## config.mk

```make
export PLATFORM = sky130hd
export DESIGN_NAME = fp_div_prep
export DESIGN_NICKNAME = d
export VERILOG_FILES = /design/src/rtl/fp_div_prep.sv
export SDC_FILE = /design/constraint.sdc
export NUM_CORES = 1
export LEC_CHECK = 0
export BUFFER_PORTS_ARGS = -buffer_cell sky130_fd_sc_hd__buf_2
export CORE_AREA = 2 2 83 85
export CTS_CLUSTER_DIAMETER = 40
export DETAILED_ROUTE_END_ITERATION = 10
export DIE_AREA = 0 0 85 87
export PLACE_DENSITY = 0.83
export SLEW_MARGIN = 20
export SYNTH_ARGS = -nofsm -noshare
export SYNTH_HDL_FRONTEND = slang
export SYNTH_SLANG_ARGS = --single-unit
```

## constraint.sdc

```tcl
create_clock -name clk -period 3.95 [get_ports clk]
set_input_delay 0.395 -clock clk [delete_from_list [all_inputs] [get_ports clk]]
set_output_delay 0.395 -clock clk [all_outputs]
set_load 0.005 [all_outputs]
```

## src/rtl/fp_div_prep.sv

```systemverilog
// fp_div_prep: front end of the floating-point divider.
// Takes one dividend/divisor pair per valid/ready handshake, classifies both
// operands, and produces the result sign, the biased result exponent, and the
// hidden-bit mantissas for the mantissa divider. The result is held until the
// consumer takes it.
//
// Ports:
//   clk, res              clock (rising edge), async active-low reset
//   in_valid / in_ready   operand handshake (in_ready high only in IDLE)
//   divisible, divider    operands {sign, exponent, mantissa}, W bits each
//   out_valid / out_ready result handshake (out_valid high only in OUT)
//   sign, exponent        result sign, signed biased exponent (EXP_W+2 bits)
//   man_a, man_b          dividend / divisor mantissas with hidden bit
//   res_class             00 NORMAL, 01 ZERO, 10 INF, 11 NAN
//   div_by_zero, invalid, ovf, unf  exception flags
module fp_div_prep #(
    parameter int EXP_W = 5,
    parameter int MAN_W = 10
) (
    input  logic                 clk,
    input  logic                 res,
    input  logic                 in_valid,
    output logic                 in_ready,
    input  logic [EXP_W+MAN_W:0] divisible,
    input  logic [EXP_W+MAN_W:0] divider,
    output logic                 out_valid,
    input  logic                 out_ready,
    output logic                 sign,
    output logic [EXP_W+1:0]     exponent,
    output logic [MAN_W:0]       man_a,
    output logic [MAN_W:0]       man_b,
    output logic [1:0]           res_class,
    output logic                 div_by_zero,
    output logic                 invalid,
    output logic                 ovf,
    output logic                 unf
);
    localparam int W = 1 + EXP_W + MAN_W;
    // Bias and all-ones exponent, pre-extended to the result exponent width.
    localparam logic [EXP_W+1:0] BIAS_X = {3'b000, {(EXP_W-1){1'b1}}};
    localparam logic [EXP_W+1:0] EMAX_X = {2'b00, {EXP_W{1'b1}}};

    localparam logic [1:0] CLS_NORMAL = 2'b00;
    localparam logic [1:0] CLS_ZERO   = 2'b01;
    localparam logic [1:0] CLS_INF    = 2'b10;
    localparam logic [1:0] CLS_NAN    = 2'b11;

    typedef enum logic [1:0] {IDLE = 2'd0, CALC = 2'd1, OUT = 2'd2} state_t;

    state_t state_q, state_d;

    // ---------------- FSM: state register ----------------
    always_ff @(posedge clk or negedge res) begin
        if (!res) state_q <= IDLE;
        else      state_q <= state_d;
    end

    // ---------------- FSM: next state ----------------
    always_comb begin
        state_d = state_q;
        case (state_q)
            IDLE:    if (in_valid)  state_d = CALC;
            CALC:                   state_d = OUT;
            OUT:     if (out_ready) state_d = IDLE;
            default:                state_d = IDLE;
        endcase
    end

    // ---------------- FSM: outputs ----------------
    always_comb begin
        in_ready  = (state_q == IDLE);
        out_valid = (state_q == OUT);
    end

    // ---------------- operand capture ----------------
    logic [W-1:0] a_q, a_d, b_q, b_d;
    wire          accept = (state_q == IDLE) && in_valid;

    always_comb begin
        a_d = a_q;
        b_d = b_q;
        if (accept) begin
            a_d = divisible;
            b_d = divider;
        end
    end

    // ---------------- operand decode ----------------
    logic [EXP_W-1:0] ea, eb;
    logic [MAN_W-1:0] ma, mb;
    logic             a_zero, a_inf, a_nan, b_zero, b_inf, b_nan;
    logic [EXP_W+1:0] exp_raw;

    always_comb begin
        ea     = a_q[W-2:MAN_W];
        eb     = b_q[W-2:MAN_W];
        ma     = a_q[MAN_W-1:0];
        mb     = b_q[MAN_W-1:0];
        // Exponent field 0 is zero regardless of mantissa: denormals flush.
        a_zero = (ea == '0);
        b_zero = (eb == '0);
        a_inf  = (&ea) && (ma == '0);
        b_inf  = (&eb) && (mb == '0);
        a_nan  = (&ea) && (ma != '0);
        b_nan  = (&eb) && (mb != '0);
        // Two extra bits hold the full range of ea-eb+BIAS without wrap.
        exp_raw = {2'b00, ea} - {2'b00, eb} + BIAS_X;
    end

    // ---------------- result computation ----------------
    logic             sign_q, sign_d;
    logic [EXP_W+1:0] exp_q, exp_d;
    logic [MAN_W:0]   man_a_q, man_a_d, man_b_q, man_b_d;
    logic [1:0]       cls_q, cls_d;
    logic             dbz_q, dbz_d, inv_q, inv_d, ovf_q, ovf_d, unf_q, unf_d;

    always_comb begin
        sign_d  = sign_q;
        exp_d   = exp_q;
        man_a_d = man_a_q;
        man_b_d = man_b_q;
        cls_d   = cls_q;
        dbz_d   = dbz_q;
        inv_d   = inv_q;
        ovf_d   = ovf_q;
        unf_d   = unf_q;
        if (accept) begin
            // Clear everything so a stale result never leaks into CALC.
            sign_d  = 1'b0;
            exp_d   = '0;
            man_a_d = '0;
            man_b_d = '0;
            cls_d   = CLS_NORMAL;
            dbz_d   = 1'b0;
            inv_d   = 1'b0;
            ovf_d   = 1'b0;
            unf_d   = 1'b0;
        end else if (state_q == CALC) begin
            sign_d  = a_q[W-1] ^ b_q[W-1];
            exp_d   = EMAX_X;
            man_a_d = '0;
            man_b_d = '0;
            dbz_d   = 1'b0;
            inv_d   = 1'b0;
            ovf_d   = 1'b0;
            unf_d   = 1'b0;
            // Priority order matters: NaN/indeterminate forms first.
            if (a_nan || b_nan || (a_zero && b_zero) || (a_inf && b_inf)) begin
                cls_d  = CLS_NAN;
                inv_d  = 1'b1;
                sign_d = 1'b0;
            end else if (a_inf) begin
                cls_d = CLS_INF;
            end else if (b_zero) begin
                cls_d = CLS_INF;
                dbz_d = 1'b1;
            end else if (a_zero || b_inf) begin
                cls_d = CLS_ZERO;
                exp_d = '0;
            end else begin
                cls_d   = CLS_NORMAL;
                exp_d   = exp_raw;
                man_a_d = {1'b1, ma};
                man_b_d = {1'b1, mb};
                // Range flags come from the raw signed exponent.
                ovf_d   = ($signed(exp_raw) >= $signed(EMAX_X));
                unf_d   = exp_raw[EXP_W+1] || (exp_raw == '0);
            end
        end
    end

    always_ff @(posedge clk or negedge res) begin
        if (!res) begin
            a_q     <= '0;
            b_q     <= '0;
            sign_q  <= 1'b0;
            exp_q   <= '0;
            man_a_q <= '0;
            man_b_q <= '0;
            cls_q   <= CLS_NORMAL;
            dbz_q   <= 1'b0;
            inv_q   <= 1'b0;
            ovf_q   <= 1'b0;
            unf_q   <= 1'b0;
        end else begin
            a_q     <= a_d;
            b_q     <= b_d;
            sign_q  <= sign_d;
            exp_q   <= exp_d;
            man_a_q <= man_a_d;
            man_b_q <= man_b_d;
            cls_q   <= cls_d;
            dbz_q   <= dbz_d;
            inv_q   <= inv_d;
            ovf_q   <= ovf_d;
            unf_q   <= unf_d;
        end
    end

    assign sign        = sign_q;
    assign exponent    = exp_q;
    assign man_a       = man_a_q;
    assign man_b       = man_b_q;
    assign res_class   = cls_q;
    assign div_by_zero = dbz_q;
    assign invalid     = inv_q;
    assign ovf         = ovf_q;
    assign unf         = unf_q;

endmodule

```

* After elaboration in Yosys (flattened, before gate mapping)
Cells that the tools add are included.
Word-level totals: RAM bits 0, memories 0, memory bits (read-only) 0, latch bits 0, logic and storage cells 94, register bits after elaboration 70
Operators by class: multipliers 0, bitwise operators 1, equality and inequality tests 4, divide/modulo/power cells 0, add/subtract/negate cells 2, mux-type cells 50, magnitude comparators 1, reductions and logical operators 24, shifts and indexed selects 0
Operators by type and width (number):
- $mux 11 | 12
- $mux 7 | 6
- $mux 1 | 24
- $logic_not 10->1 | 2
- $reduce_bool 10->1 | 2
- $mux 2 | 7
- $logic_not 5->1 | 2
- $reduce_and 5->1 | 2
- $add 6x5->7 const B | 1
- $ge 7x6->1 const B | 1
- $logic_and 1x1->1 | 7
- $logic_not 7->1 | 1
- $pmux 2 s3 | 1
- $sub 5x5->6 | 1
- $logic_or 1x1->1 | 5
- $eq 2x1->1 const B | 1
- $eq 2x2->1 const B | 1
- $logic_not 2->1 | 1
- $ne 2x1->1 const B | 1
- $ne 2x2->1 const B | 1
- $reduce_and 2->1 | 1
- $reduce_bool 2->1 | 1
- $xor 1x1->1 | 1

* Longest topological paths before layout
Gate-level depths: netlist of the first run.
word-level depth 10, mapped depth 10

* Worst setup path after synthesis of the first run
Ideal clock, no wire load.
kind reg2reg, from register a_q[10], to register unf_q (netlist: unf), buffers on the path 0, data required time 3.884 ns, stages on the path, launching flop included 10, library setup time 0.066 ns, setup slack 1.675 ns, period minus slack after synthesis 2.275 ns, arrival 2.208 ns, cell sequence dfrtp_1 inv_1 ha_1 fa_1 nand2b_1 a21oi_4 xor2_2 nor2b_2 a2111oi_2 a221o_1
Between the ends: word-level cells in the longest chain between the ends 10, elaborated cells on any way between the ends 20, classes of those cells 2 x add/sub; 6 x mux; 12 x reduce/logical
Ends and longest elaborated chain:
- start, declared | line 76 | logic [W-1:0] a_q, a_d, b_q, b_d;
- start signal, assigned | line 174 | a_q <= '0;
- start signal, assigned | line 186 | a_q <= a_d;
- $sub 5x5->6 | line 107 | exp_raw = {2'b00, ea} - {2'b00, eb} + BIAS_X;
- $add 6x5->7 | line 107
- $logic_not 7->1 | line 167 | unf_d = exp_raw[EXP_W+1] || (exp_raw == '0);
- $logic_or 1x1->1 | line 167
- $mux 1 | line 157 | end else if (a_zero || b_inf) begin
- $mux 1 | line 154 | end else if (b_zero) begin
- $mux 1 | line 152 | end else if (a_inf) begin
- $mux 1 * | line 148 | if (a_nan || b_nan || (a_zero && b_zero) || (a_inf && b_inf)) begin
- $mux 1 * | line 138 | end else if (state_q == CALC) begin
- $mux 1 * | line 127 | if (accept) begin
- end signal, assigned | line 196 | unf_q <= unf_d;
- end, declared | line 115 | logic dbz_q, dbz_d, inv_q, inv_d, ovf_q, ovf_d, unf_q, unf_d;
Every way passes the cells marked *; elsewhere a longest branch is shown, timed or not. The select of a mux whose other input is x is not followed. A chain may end at the register's enable or synchronous reset.

* Worst setup path in the final report of the first run
Ends and elaborated chain as after synthesis.

==> results of run 1 <==
-- power breakdown --
group / internal (uW) / total, uW / switching (uW) / leakage, uW
combinational: 879 / 1920 / 1040 / 0.000928
clock: 368 / 616 / 247 / 0.000105
sequential: 996 / 1220 / 222 / 0.000869
-- through the flow --
step                utilization [%]  setup WS [ps]
global route                  58.69           1314
global placement              55.39           1587
detailed placement            55.39           1488
CTS                           58.65           1470
finish                        58.69           1478
floorplan                         -           1675
-- worst min path at each step --
stage,to,startpoint,slack (ps),depth (start not counted)
finish,man_b[6]$_DFFE_PN0P_,res,70,1
global route,b_q[1]$_DFFE_PN0P_,res,100,1
global placement,res_class[1]$_DFFE_PN0P_,res_class[1]$_DFFE_PN0P_,460,1
CTS,state_q[1]$_DFFE_PN0P_,out_ready,250,2
detailed placement,div_by_zero$_DFFE_PN0P_,div_by_zero$_DFFE_PN0P_,470,2
floorplan,a_q[0]$_DFFE_PN0P_,res,100,0
-- worst max-delay path, stage by stage, from the launching register on --
cell       delay (ps)
dfrtp_1           360
inv_1              70
ha_1              220
fa_1              430
nand2b_1          230
a21oi_4           240
xor2_2            150
nor2b_2           180
a2111oi_2         380
a221o_1           160
-- sequential cells by signal, summed over array words and instances (netlist names) --
signal       count
state_q          2
man_b           10
sign             1
a_q             16
exponent         7
res_class        2
ovf              1
invalid          1
div_by_zero      1
man_a           11
unf              1
b_q             16
-- logic make-up after synthesis --
| family | Yosys count | synth area share (%) |
|---|---|---|
| adders and majority gates | 8 | 3.375 |
| xor gates and xnor gates | 9 | 2.944 |
| buffers and inverters | 25 | 3.219 |
| AOI/OAI and AO/OA | 67 | 17.27 |
| muxes | 26 | 9.184 |
| and+or+nand+nor | 61 | 9.851 |
| DFF | 69 | 54.16 |
-- synth_stat cells (2+ instances only) --
cell,instances
a211oi_1,2
a21o_1,3
a21oi_1,5
a221o_1,6
a22o_1,20
a31oi_1,2
buf_2,4
clkbuf_1,7
dfrtp_1,69
ha_1,7
inv_1,13
mux2_2,26
nand2_1,18
nand2b_1,4
nand3_1,6
nor2_1,13
nor2_2,2
nor3_1,5
nor4_1,4
o211ai_1,2
o21ai_0,8
o21ai_1,2
o21ai_2,2
o221ai_1,2
or4_4,2
xnor2_1,4
xor2_1,3
-- cell type report --
type	instances	area (um^2)
timing repair buffer	77	397.9
tap	80	100.1
clock inverter	4	72.57
sequential	69	1727
clock buffer	11	141.4
inverter	13	48.80
fill	541	2714
multi-input combinational	171	1368
-- layer usage --
metal,GRT usage [%],routed length [um],part of all wire (%),vias up
li1,-,-,-,1116
met1,25.93,3009,44,1136
met2,31.75,3352,49,81
met3,6.161,406,5.9,6
met4,4.618,74,1.1,0
met5,0,0,0,-
==> metrics.cfg, run 1 <==
[synth]
syn-cell-area_um2 = 3188
synth_ff_type = dfrtp_1
synth-edff-count = 0
yosysSeqAreaShare_pct = 54.16
synth_nets = 309
synth_area_per_cell_um2 = 12.03
async_flop_share_pct = 100.0
synth_warnings = 0
synth.top_cell.area_share_pct = 54.16
yosys.cell_types.count = 51
synth_area_leaders = dfrtp_1, mux2_2, a22o_1, ha_1, nand2_1
synth_area_leader_cell = dfrtp_1
ys_ff_latch = 69
synthCells = 265

[grt]
grt-ovfl-total = 0
grt_max_degree = 50
grt_pass1_vias = 2344
grt_pass1_wl_um = 11400
antenna_found_initial = 0
grtUsageTotal_pct = 19.58

[clock_tree]
numCtsBuffers = 9
cts.htree.levels = 3
cts_setup_buffers = 0
cts_tree = built
cts-resized-gates = 0
max-clock-path-buffers = 2
clk_latency_ps = 330
cts.clk_slew.worst_paths_ps = 70
cts-root-buf = clkbuf_8
cts_sinks = 69
holdBufCountCts = 0

[power]
total_power_uw = 3756
max-vdd-ir-drop_v = 0.0005503
p_leak_uw = 0.001902
p_per_area_nw_per_um2 = 974.3

[worst_setup_path]
setup.worst_path.class = flip-flop to flip-flop
worstReg2RegEnd = unf$_DFFE_PN0P_
crit_end = unf$_DFFE_PN0P_
reg2regPathDepth = 9
r2r-start = a_q[10]$_DFFE_PN0P_
crit_path_start = a_q[10]$_DFFE_PN0P_
start_kind = flip-flop
critPathArrivalTime_ps = 2740
cp_max_fo = 6
r2r_setup_slack_ps = 1480
critical_path_required_ps = 4220
cp-end-kind = flip-flop

[floorplan]
core_area_um2 = 6569
ios = 74
rows = 30
start_util_pct = 48.53
die_height_um = 87
die_w_um = 85
die_area_um2 = 7395

[cells_and_area]
mostFrequentLayoutCells = buf_2, dfrtp_1, mux2_2, a22o_1, nand2_1
fin_cells = 425
area_growth_pct = 20.92
layout.nets = 385
final_area_um2 = 3855
final_common_cell = buf_2
drive_gt1_share_pct = 39.71
diodes = 0

[route]
drtIter0Drc = 186
drc = 0
ant_nets = 0
first_pass_iters = 4
vias = 2339
wl_um = 6843
routed_via_density = 5.504
wire_per_inst_um = 16.10

[timing]
hold_viol = 0
timing.hold.ws_ps = 67.31
period_share_pct = 62.57
maxSlewHeadroom_pct = 59.31
timing.fmax_mhz = 404.6
worstMarginPinSlew_ps = 610.4
rsz0062_at_grt = no
min_period_ps = 2472
drv_slew = 0
clock_skew_ps = 6.915
final.setup.tns_ps = 0
finalSetupViolCount = 0

[run_status]
outcome = completed

[hold_path]
hp-class = input pin to asynchronous set/reset pin

[flow_run]
cap_violations = 0

[placement]
routabilityCongestion = 0.8744
place_hpwl_um = 5152
io_buffers = 73
placed_cells = 410
dpl_cell_area_um2 = 3638

Power figures use the tool's default switching activity.
==> run 2, diff against run 1 <==
- clock period: 3.95 -> 2.3 ns (I/O delays scaled with it)
==> metrics.cfg, run 2 (synthesis results as in run 1) <==
[timing]
drv_slew = 0  ; unchanged
finalSetupViolCount = 0  ; unchanged
clock_skew_ps = 9.975  ; +3.060 ps
hold_viol = 0  ; unchanged
worstMarginPinSlew_ps = 552.7  ; -57.67 ps
timing.fmax_mhz = 448.6  ; +11%
rsz0062_at_grt = yes
finalWorstSetupSlack_ps = 70.79  ; -1408 ps
maxSlewHeadroom_pct = 63.15  ; +3.8 points
period_share_pct = 96.92  ; +34 points
min_period_ps = 2229  ; -242.3 ps

[route]
ant_nets = 0  ; unchanged
routed_via_density = 5.532  ; +0.51%
dr_wl_met2_um = 3736  ; +11%
wl_met3_um = 329  ; -19%
first_pass_iters = 4  ; unchanged
wire_per_inst_um = 16.46  ; +2.2%
wl_um = 7241  ; +5.8%
drc = 0  ; unchanged
drtIter0Drc = 127  ; -32%
met1Wirelength_um = 3036  ; +0.90%
top_layer = met4
vias = 2434  ; +4.1%

[placement]
routabilityCongestion = 0.9078  ; +3.8%
io_buffers = 73  ; unchanged
placed_cells = 419  ; +2.2%
dpl_cell_area_um2 = 3719  ; +2.2%
preCtsSetupSlack_ps = -36.61  ; -1525 ps
place_hpwl_um = 5178  ; +0.51%

[worst_setup_path]
cp-end-kind = flip-flop
start_kind = flip-flop
setup.worst_path.class = flip-flop to flip-flop
cp_max_fo = 2  ; -4
r2r-start = a_q[10]$_DFFE_PN0P_
critical_path_required_ps = 2590  ; -1630 ps
crit_path_start = a_q[10]$_DFFE_PN0P_
critPathArrivalTime_ps = 2520  ; -220 ps

[cells_and_area]
diodes = 0  ; unchanged
final_common_cell = buf_2
num-fill-cells = 513  ; -5.2%
area_growth_pct = 29.04
fin_cells = 440  ; +3.5%
layout.nets = 399  ; +3.6%
mostFrequentLayoutCells = buf_2, dfrtp_1, mux2_2, a22o_1, nand2_1
finish.utilization_pct = 62.63  ; +3.9 points
final_area_um2 = 4114  ; +6.7%
drive_gt1_share_pct = 48.33  ; +8.6 points

[grt]
grt-ovfl-total = 0  ; unchanged
grt_max_degree = 46  ; -8.0%
grt_pass1_vias = 2485  ; +6.0%
antenna_found_initial = 0  ; unchanged
grt_pass1_wl_um = 11990  ; +5.2%
grtUsageTotal_pct = 20.71  ; +1.1 points

[clock_tree]
cts-root-buf = clkbuf_8
cts.clk_slew.worst_paths_ps = 80  ; about the same
cts.htree.levels = 3  ; unchanged
max-clock-path-buffers = 2  ; unchanged
clk_latency_ps = 350  ; +20 ps
numCtsBuffers = 9  ; unchanged
cts_sinks = 69  ; unchanged
cts_tree = built

[floorplan]
ios = 74  ; unchanged
die_height_um = 87  ; unchanged
rows = 30  ; unchanged
die_w_um = 85  ; unchanged
start_util_pct = 48.53  ; unchanged
die_area_um2 = 7395  ; unchanged
core_area_um2 = 6569  ; unchanged

[run_status]
outcome = completed

[power]
max-vdd-ir-drop_v = 0.0009909  ; +80%
total_power_uw = 7571  ; +100%
p_leak_uw = 0.001995  ; +4.9%
p_per_area_nw_per_um2 = 1840  ; +89%

[hold_path]
hp-class = input pin to flip-flop
hold_start = divider[11]

[flow_run]
cap_violations = 0  ; unchanged

==> run 2: cell types whose count changed in the layout (fill, tap and decap cells not counted), sizes merged <==
cell,change
buf,+13
bufinv,-1
clkbuf,-1
clkinv,+1
clkinvlp,+1
dlygate4sd3,+1
inv,+1
==> run 2: cell type report <==
class | count | area (um^2) | share of cell area, %
inverters | 13 | 48.80 | 1.186
clock buffers | 10 | 137.6 | 3.345
clock inverters | 6 | 71.32 | 1.734
flip-flops and latches | 69 | 1728 | 42.00
repair buffers | 91 | 515.5 | 12.53
well taps | 80 | 100.1 | 2.433
multi-input cells | 171 | 1513 | 36.77
==> run 2: repair_timing <==
action / CTS / global route
pin swaps: 7 / 6
setup buffers: 4 / 0
hold endpoints to repair: 24 / 0
gates resized for setup: 17 / 10
hold buffers: 1 / 0
endpoints found under the setup margin: 3 / 14
==> run 2: worst max-delay path, cell delays in order (launching register included) <==
cell and delay [ps]:
dfrtp_1 380, inv_2 60, ha_4 150, fa_2 560, ha_4 210, inv_2 60
nand3_2 70, o21ai_2 130, a41oi_2 110, o41ai_2 290, a41o_1 120
==> run 2: final timing paths <==
check	to	slack, ps	cells after the start
max	ovf$_DFFE_PN0P_	70	10
min	b_q[11]$_DFFE_PN0P_	80	3
max reg2reg	ovf$_DFFE_PN0P_	70	10
min reg2reg	res_class[1]$_DFFE_PN0P_	480	1
max in group asynchronous	b_q[11]$_DFFE_PN0P_	1280	3
min in group asynchronous	man_b[6]$_DFFE_PN0P_	390	2
==> run 2: power breakdown <==
| part | switching (uW) | internal, uW |
|---|---|---|
| sequential | 370 | 1710 |
| clock | 488 | 537 |
| combinational | 2270 | 2190 |
| total | 3130 | 4440 |
==> run 2: stage by stage <==
stage	TNS, ps	hold slack, ps
3_3_place_gp	0	239.0
2_1_floorplan	0	-65.59
3_5_place_dp	-69.44	252.7
5_1_grt	-1.662	78.17
4_1_cts	-14.10	75.53
6_report	0	80.08
==> run 2: per-layer routing <==
metal,up-vias,GRT usage [%]
met1,1201,26.42
met2,70,34.23
li1,1149,-
met5,-,0
met4,0,6.638
met3,14,5.972
